===== config.mk =====
export PLATFORM = sky130hd
export DESIGN_NAME = half_adder
export DESIGN_NICKNAME = d
export VERILOG_FILES = /design/src/rtl/half_adder.sv
export SDC_FILE = /design/constraint.sdc
export NUM_CORES = 1
export LEC_CHECK = 0
export CORE_AREA = 2 2 39 41
export CTS_CLUSTER_SIZE = 28
export DETAILED_ROUTE_END_ITERATION = 7
export DIE_AREA = 0 0 41 43
export PLACE_DENSITY = 0.33
export SKIP_CTS_REPAIR_TIMING = 1
export SLEW_MARGIN = 10
export SYNTH_ARGS = -nofsm -noshare
export SYNTH_HDL_FRONTEND = slang
export SYNTH_SLANG_ARGS = --single-unit

===== constraint.sdc =====
create_clock -name clk -period 0.8 [get_ports clk]
set_input_delay 0.12 -clock clk [delete_from_list [all_inputs] [get_ports clk]]
set_output_delay 0.12 -clock clk [all_outputs]
set_load 0.05 [all_outputs]

===== src/rtl/half_adder.sv =====
// Registered per-bit half adder with a valid qualifier.
// Optional carry-event counter enabled by HALF_ADDER_CARRY_CNT_EN.
module half_adder #(
  parameter int WIDTH = 1
) (
  input  logic             clk,
  input  logic             rst_n,
  input  logic [WIDTH-1:0] A,
  input  logic [WIDTH-1:0] B,
  input  logic             in_valid,
  output logic [WIDTH-1:0] C,
  output logic [WIDTH-1:0] S,
  output logic             out_valid
`ifdef HALF_ADDER_CARRY_CNT_EN
  ,
  output logic [15:0]      carry_cnt
`endif
);

  logic [1:0]       r_rst_sync;
  logic             w_run;
  logic [WIDTH-1:0] w_sum;
  logic [WIDTH-1:0] w_carry;

  assign w_run   = r_rst_sync[1];
  assign w_sum   = A ^ B;
  assign w_carry = A & B;

  // Reset asserts at once but releases two edges after rst_n rises
  always_ff @(posedge clk or negedge rst_n) begin
    if (!rst_n) begin
      r_rst_sync <= 2'b00;
    end else begin
      r_rst_sync <= {r_rst_sync[0], 1'b1};
    end
  end

  // Capture sum/carry on valid input, hold them otherwise
  always_ff @(posedge clk or negedge rst_n) begin
    if (!rst_n) begin
      C         <= '0;
      S         <= '0;
      out_valid <= 1'b0;
    end else if (w_run) begin
      out_valid <= in_valid;
      if (in_valid) begin
        C <= w_carry;
        S <= w_sum;
      end
    end
  end

`ifdef HALF_ADDER_CARRY_CNT_EN
  logic [15:0] r_carry_cnt;
  logic        w_carry_evt;

  assign w_carry_evt = in_valid & (|w_carry);
  assign carry_cnt   = r_carry_cnt;

  // Count accepted inputs that produce any carry, saturating at all-ones
  always_ff @(posedge clk or negedge rst_n) begin
    if (!rst_n) begin
      r_carry_cnt <= 16'h0000;
    end else if (w_run && w_carry_evt &&
                 (r_carry_cnt != 16'hFFFF)) begin
      r_carry_cnt <= r_carry_cnt + 16'd1;
    end
  end
`endif

endmodule


* After elaboration in Yosys (flattened, before gate mapping)
Index checks and enable logic that the tools add are counted.
** Cells by class
- Add/subtract/negate cells :: 0
- Multipliers :: 0
- Divide/modulo/power cells :: 0
- Magnitude comparators :: 0
- Eq/ne operators :: 0
- Shift operators :: 0
- Muxes and demuxes :: 0
- Bitwise logic cells :: 2
- Reductions and logical operators :: 1
** Operators by type and width (count)
- $reduce_and 2->1 :: 1
- $and 1x1->1 :: 1
- $xor 1x1->1 :: 1
** Word-level totals
- Register bits after elaboration :: 5
- Latch bits :: 0
- Bits in writable memories :: 0
- Bits in read-only memories :: 0
- Bits of input ports :: 5
- Output and inout port bits :: 3
- Word-level logic and storage cells :: 7
- Memories kept :: 0

* Logic depth before layout (Yosys ltp)
- Depth after elaboration :: 1
- Depth in mapped cells :: 2
- Gate-level depth less buffers :: 2

* Least setup slack after synthesis
No wires, ideal clock.
- Kind :: reg-to-reg
- Start point :: register, netlist name C
- End point :: register C
- Setup time :: 0.125 ns
- Arrival :: 0.860 ns
- Data required time :: 0.675 ns
- Slack :: -0.185 ns
- Cell stages (with the launch flop) :: 2
- Path buffers :: 0
- Period minus slack after synthesis :: 0.985 ns
- Path through :: dfrtp_1 mux2_4
** RTL lines
- end signal: assignment :: RTL line 47 : C <= w_carry;
- end: declaration :: RTL line 11 : output logic [WIDTH-1:0] C,

* Worst setup path in the final report
- Start point :: register S
- End point :: output S
** RTL lines
- start: declaration :: RTL line 12 : output logic [WIDTH-1:0] S,
- start signal: assignment :: RTL line 48 : S <= w_sum;
No word-level cell between the ends.

==> impl_metrics.env <==
export IMPL_status="finished with violations"
export IMPL_violations="negative setup slack"
export IMPL_peakVddDrop_mv=0.879
export IMPL_yosys_area_top_type="dfrtp_1"
export IMPL_cp_end_kind="output pin"
export IMPL_htreeDepth=1
export IMPL_areaGrowthSynthToFinish_pct=83.2
export IMPL_fin_crit_ps=926
export IMPL_drtIter0Drc=1
export IMPL_ios=8
export IMPL_highest_signal_layer="met3"
export IMPL_cp_max_fo=2
export IMPL_syn_area_per_cell_sq_um=15.5
export IMPL_drt_total_wl_microns=353
export IMPL_die_h_microns=43
export IMPL_min_period_over_period_pct=116
export IMPL_yosysMostFrequentCell="dfrtp_1"
export IMPL_clock_sinks=5
export IMPL_hold_class="primary input to asynchronous set/reset pin"
export IMPL_arrival_ps=810
export IMPL_criticalPathCategory="flip-flop to output pin"
export IMPL_core_area_sq_um=1380
export IMPL_start_util_pct=13.5
export IMPL_ys_seq_area_share_pct=67.1
export IMPL_synth_edff_count=0
export IMPL_antenna_diode_count=0
export IMPL_vias_per_cell=3.10
export IMPL_die_w_microns=41
export IMPL_cp_top_family="flip-flops"
export IMPL_slowest_stage="dfrtp_2"
export IMPL_finalWeightedCongestion=0.542
export IMPL_fp_dieArea_sq_um=1760
export IMPL_drv_cap=0
export IMPL_synth_top_cell_area_share_pct=67.1
export IMPL_io_buffers=7
export IMPL_crit_buf_inv=1
export IMPL_syn_area_sq_um=186
export IMPL_synthCells=12
export IMPL_grt_pass1_wl_microns=614
export IMPL_clock_path_buffers=2
export IMPL_clk_pin_slew_ps=40
export IMPL_slowest_delay_ps=420
export IMPL_max_freq_ghz=1.08
export IMPL_path_cells="buf_12"
export IMPL_setup_ws_ps=-126
export IMPL_first_pass_iters=2
export IMPL_setup_viol=5
export IMPL_critPathLaunchType="flip-flop"
export IMPL_grt_usage_pct=5.75
export IMPL_globalRouteOverflowTotal=0
export IMPL_nets=30
export IMPL_yosys_register_bits=5
export IMPL_drcViolationCount=0
export IMPL_synth_area_top_cells="dfrtp_1 (67%), mux2_4 (16%), ha_1 (6.7%)"
export IMPL_cts_inserted_buffers=3
export IMPL_cts_tree="built"
export IMPL_place_ws_ps=-423
export IMPL_ys_types=7
export IMPL_yosys_warnings=0
export IMPL_wl_met2_microns=148
export IMPL_clock_latency_ps=240
export IMPL_hold_violations=0
export IMPL_synthFlopType="dfrtp_1"
export IMPL_final_setup_tns_ps=-546
export IMPL_whs_ps=107
export IMPL_postSynthNetCount=18
export IMPL_p_leak_nw=0.170
export IMPL_met1_length_microns=141
export IMPL_ys_async_sr_fraction_pct=100
export IMPL_p_per_area_nw_per_um2=2390
export IMPL_routed_wl_met3_microns=62
export IMPL_drive_gt1_share_pct=52.2
export IMPL_antenna_found_initial=0
export IMPL_utilization_pct=24.7
export IMPL_rsz0062_at_grt="true"
export IMPL_slew_violations=0
export IMPL_cp_data_required_time_ps=680
export IMPL_grt_pass1_vias=159
export IMPL_cts_root_buffer="clkbuf_4"
export IMPL_wire_per_inst_microns=9.05
export IMPL_ys_top_cells_by_count="dfrtp_1 (5), mux2_4 (2)"
export IMPL_dp_hpwl_microns=288
export IMPL_via_count=121
export IMPL_ant_nets=0
export IMPL_row_count=14
export IMPL_fin_skew_ps=2.56
export IMPL_grt_start_max_net_pins=6
[area by class of cell]
class                      count  area [sq um]
clock buffer                   4          26.3
fill                         148          1040
inverter                       1          3.75
multi-input combinational      6          57.6
sequential                     5           129
tap                           16          20.0
timing repair buffer           7           105
[sequential cells by signal, indices dropped and copies added (netlist names)]
register	cells
r_rst_sync	2
C	1
out_valid	1
S	1
[metal layers]
metal	global-route usage, %	vias to the layer above
li1	-	59
met1	6.21	54
met2	6.56	8
met3	7.33	0
met4	2.00	0
met5	0	-
[per-stage QoR]
| stage | instance area [sq um] | cells | total power, W |
|---|---|---|---|
| after floorplan | 190 | 12 | 0.000409 |
| after global placement | 310 | 35 | 0.000540 |
| after detailed placement | 310 | 35 | 0.000541 |
| after CTS | 337 | 39 | 0.000840 |
| after global routing | 342 | 39 | 0.000872 |
| final | 342 | 39 | 0.000817 |
[cells in the final DEF (no fill, tap or decap)]
cell type	count
dlymetal6s2s_1	2
mux2_4	2
buf_12	3
clkdlybuf4s50_1	2
dfrtp_1	2
inv_1	1
conb_1	1
clkbuf_4	3
dfrtp_2	3
nand2_2	1
o21ai_0	1
clkbuf_1	1
ha_1	1
[where the power goes]
group | leakage, nW | total (W) | switching [W] | internal (W)
clock | 0.0150 | 0.000284 | 0.0000957 | 0.000188
combinational | 0.0983 | 0.000225 | 0.000103 | 0.000122
sequential | 0.0566 | 0.000309 | 0.0000247 | 0.000284
total | 0.170 | 0.000817 | 0.000223 | 0.000594
[kinds of logic (layout without fill, tap and decap cells)]
family	count (synthesis)	after routing	share of synthesized area, %
compound gates	1	1	2.68
mux	2	2	16.1
flops	5	5	67.1
other cells	1	1	2.01
fa+ha+maj	1	1	6.71
buf+inv	1	12	2.01
simple gates	1	1	3.36
[path summary, 6_finish.rpt]
kind	from	end	slack [ps]	cells past startpoint
max in group asynchronous	rst_n	out_valid	480	1
min in group clk	A	S	260	3
hold / removal	rst_n	C	110	1
setup reg to reg	r_rst_sync[1]	C	-90	2
setup / recovery	S	S	-130	1
hold reg to reg	r_rst_sync[0]	r_rst_sync[1]	350	0
(Power assumes the default switching activity.)
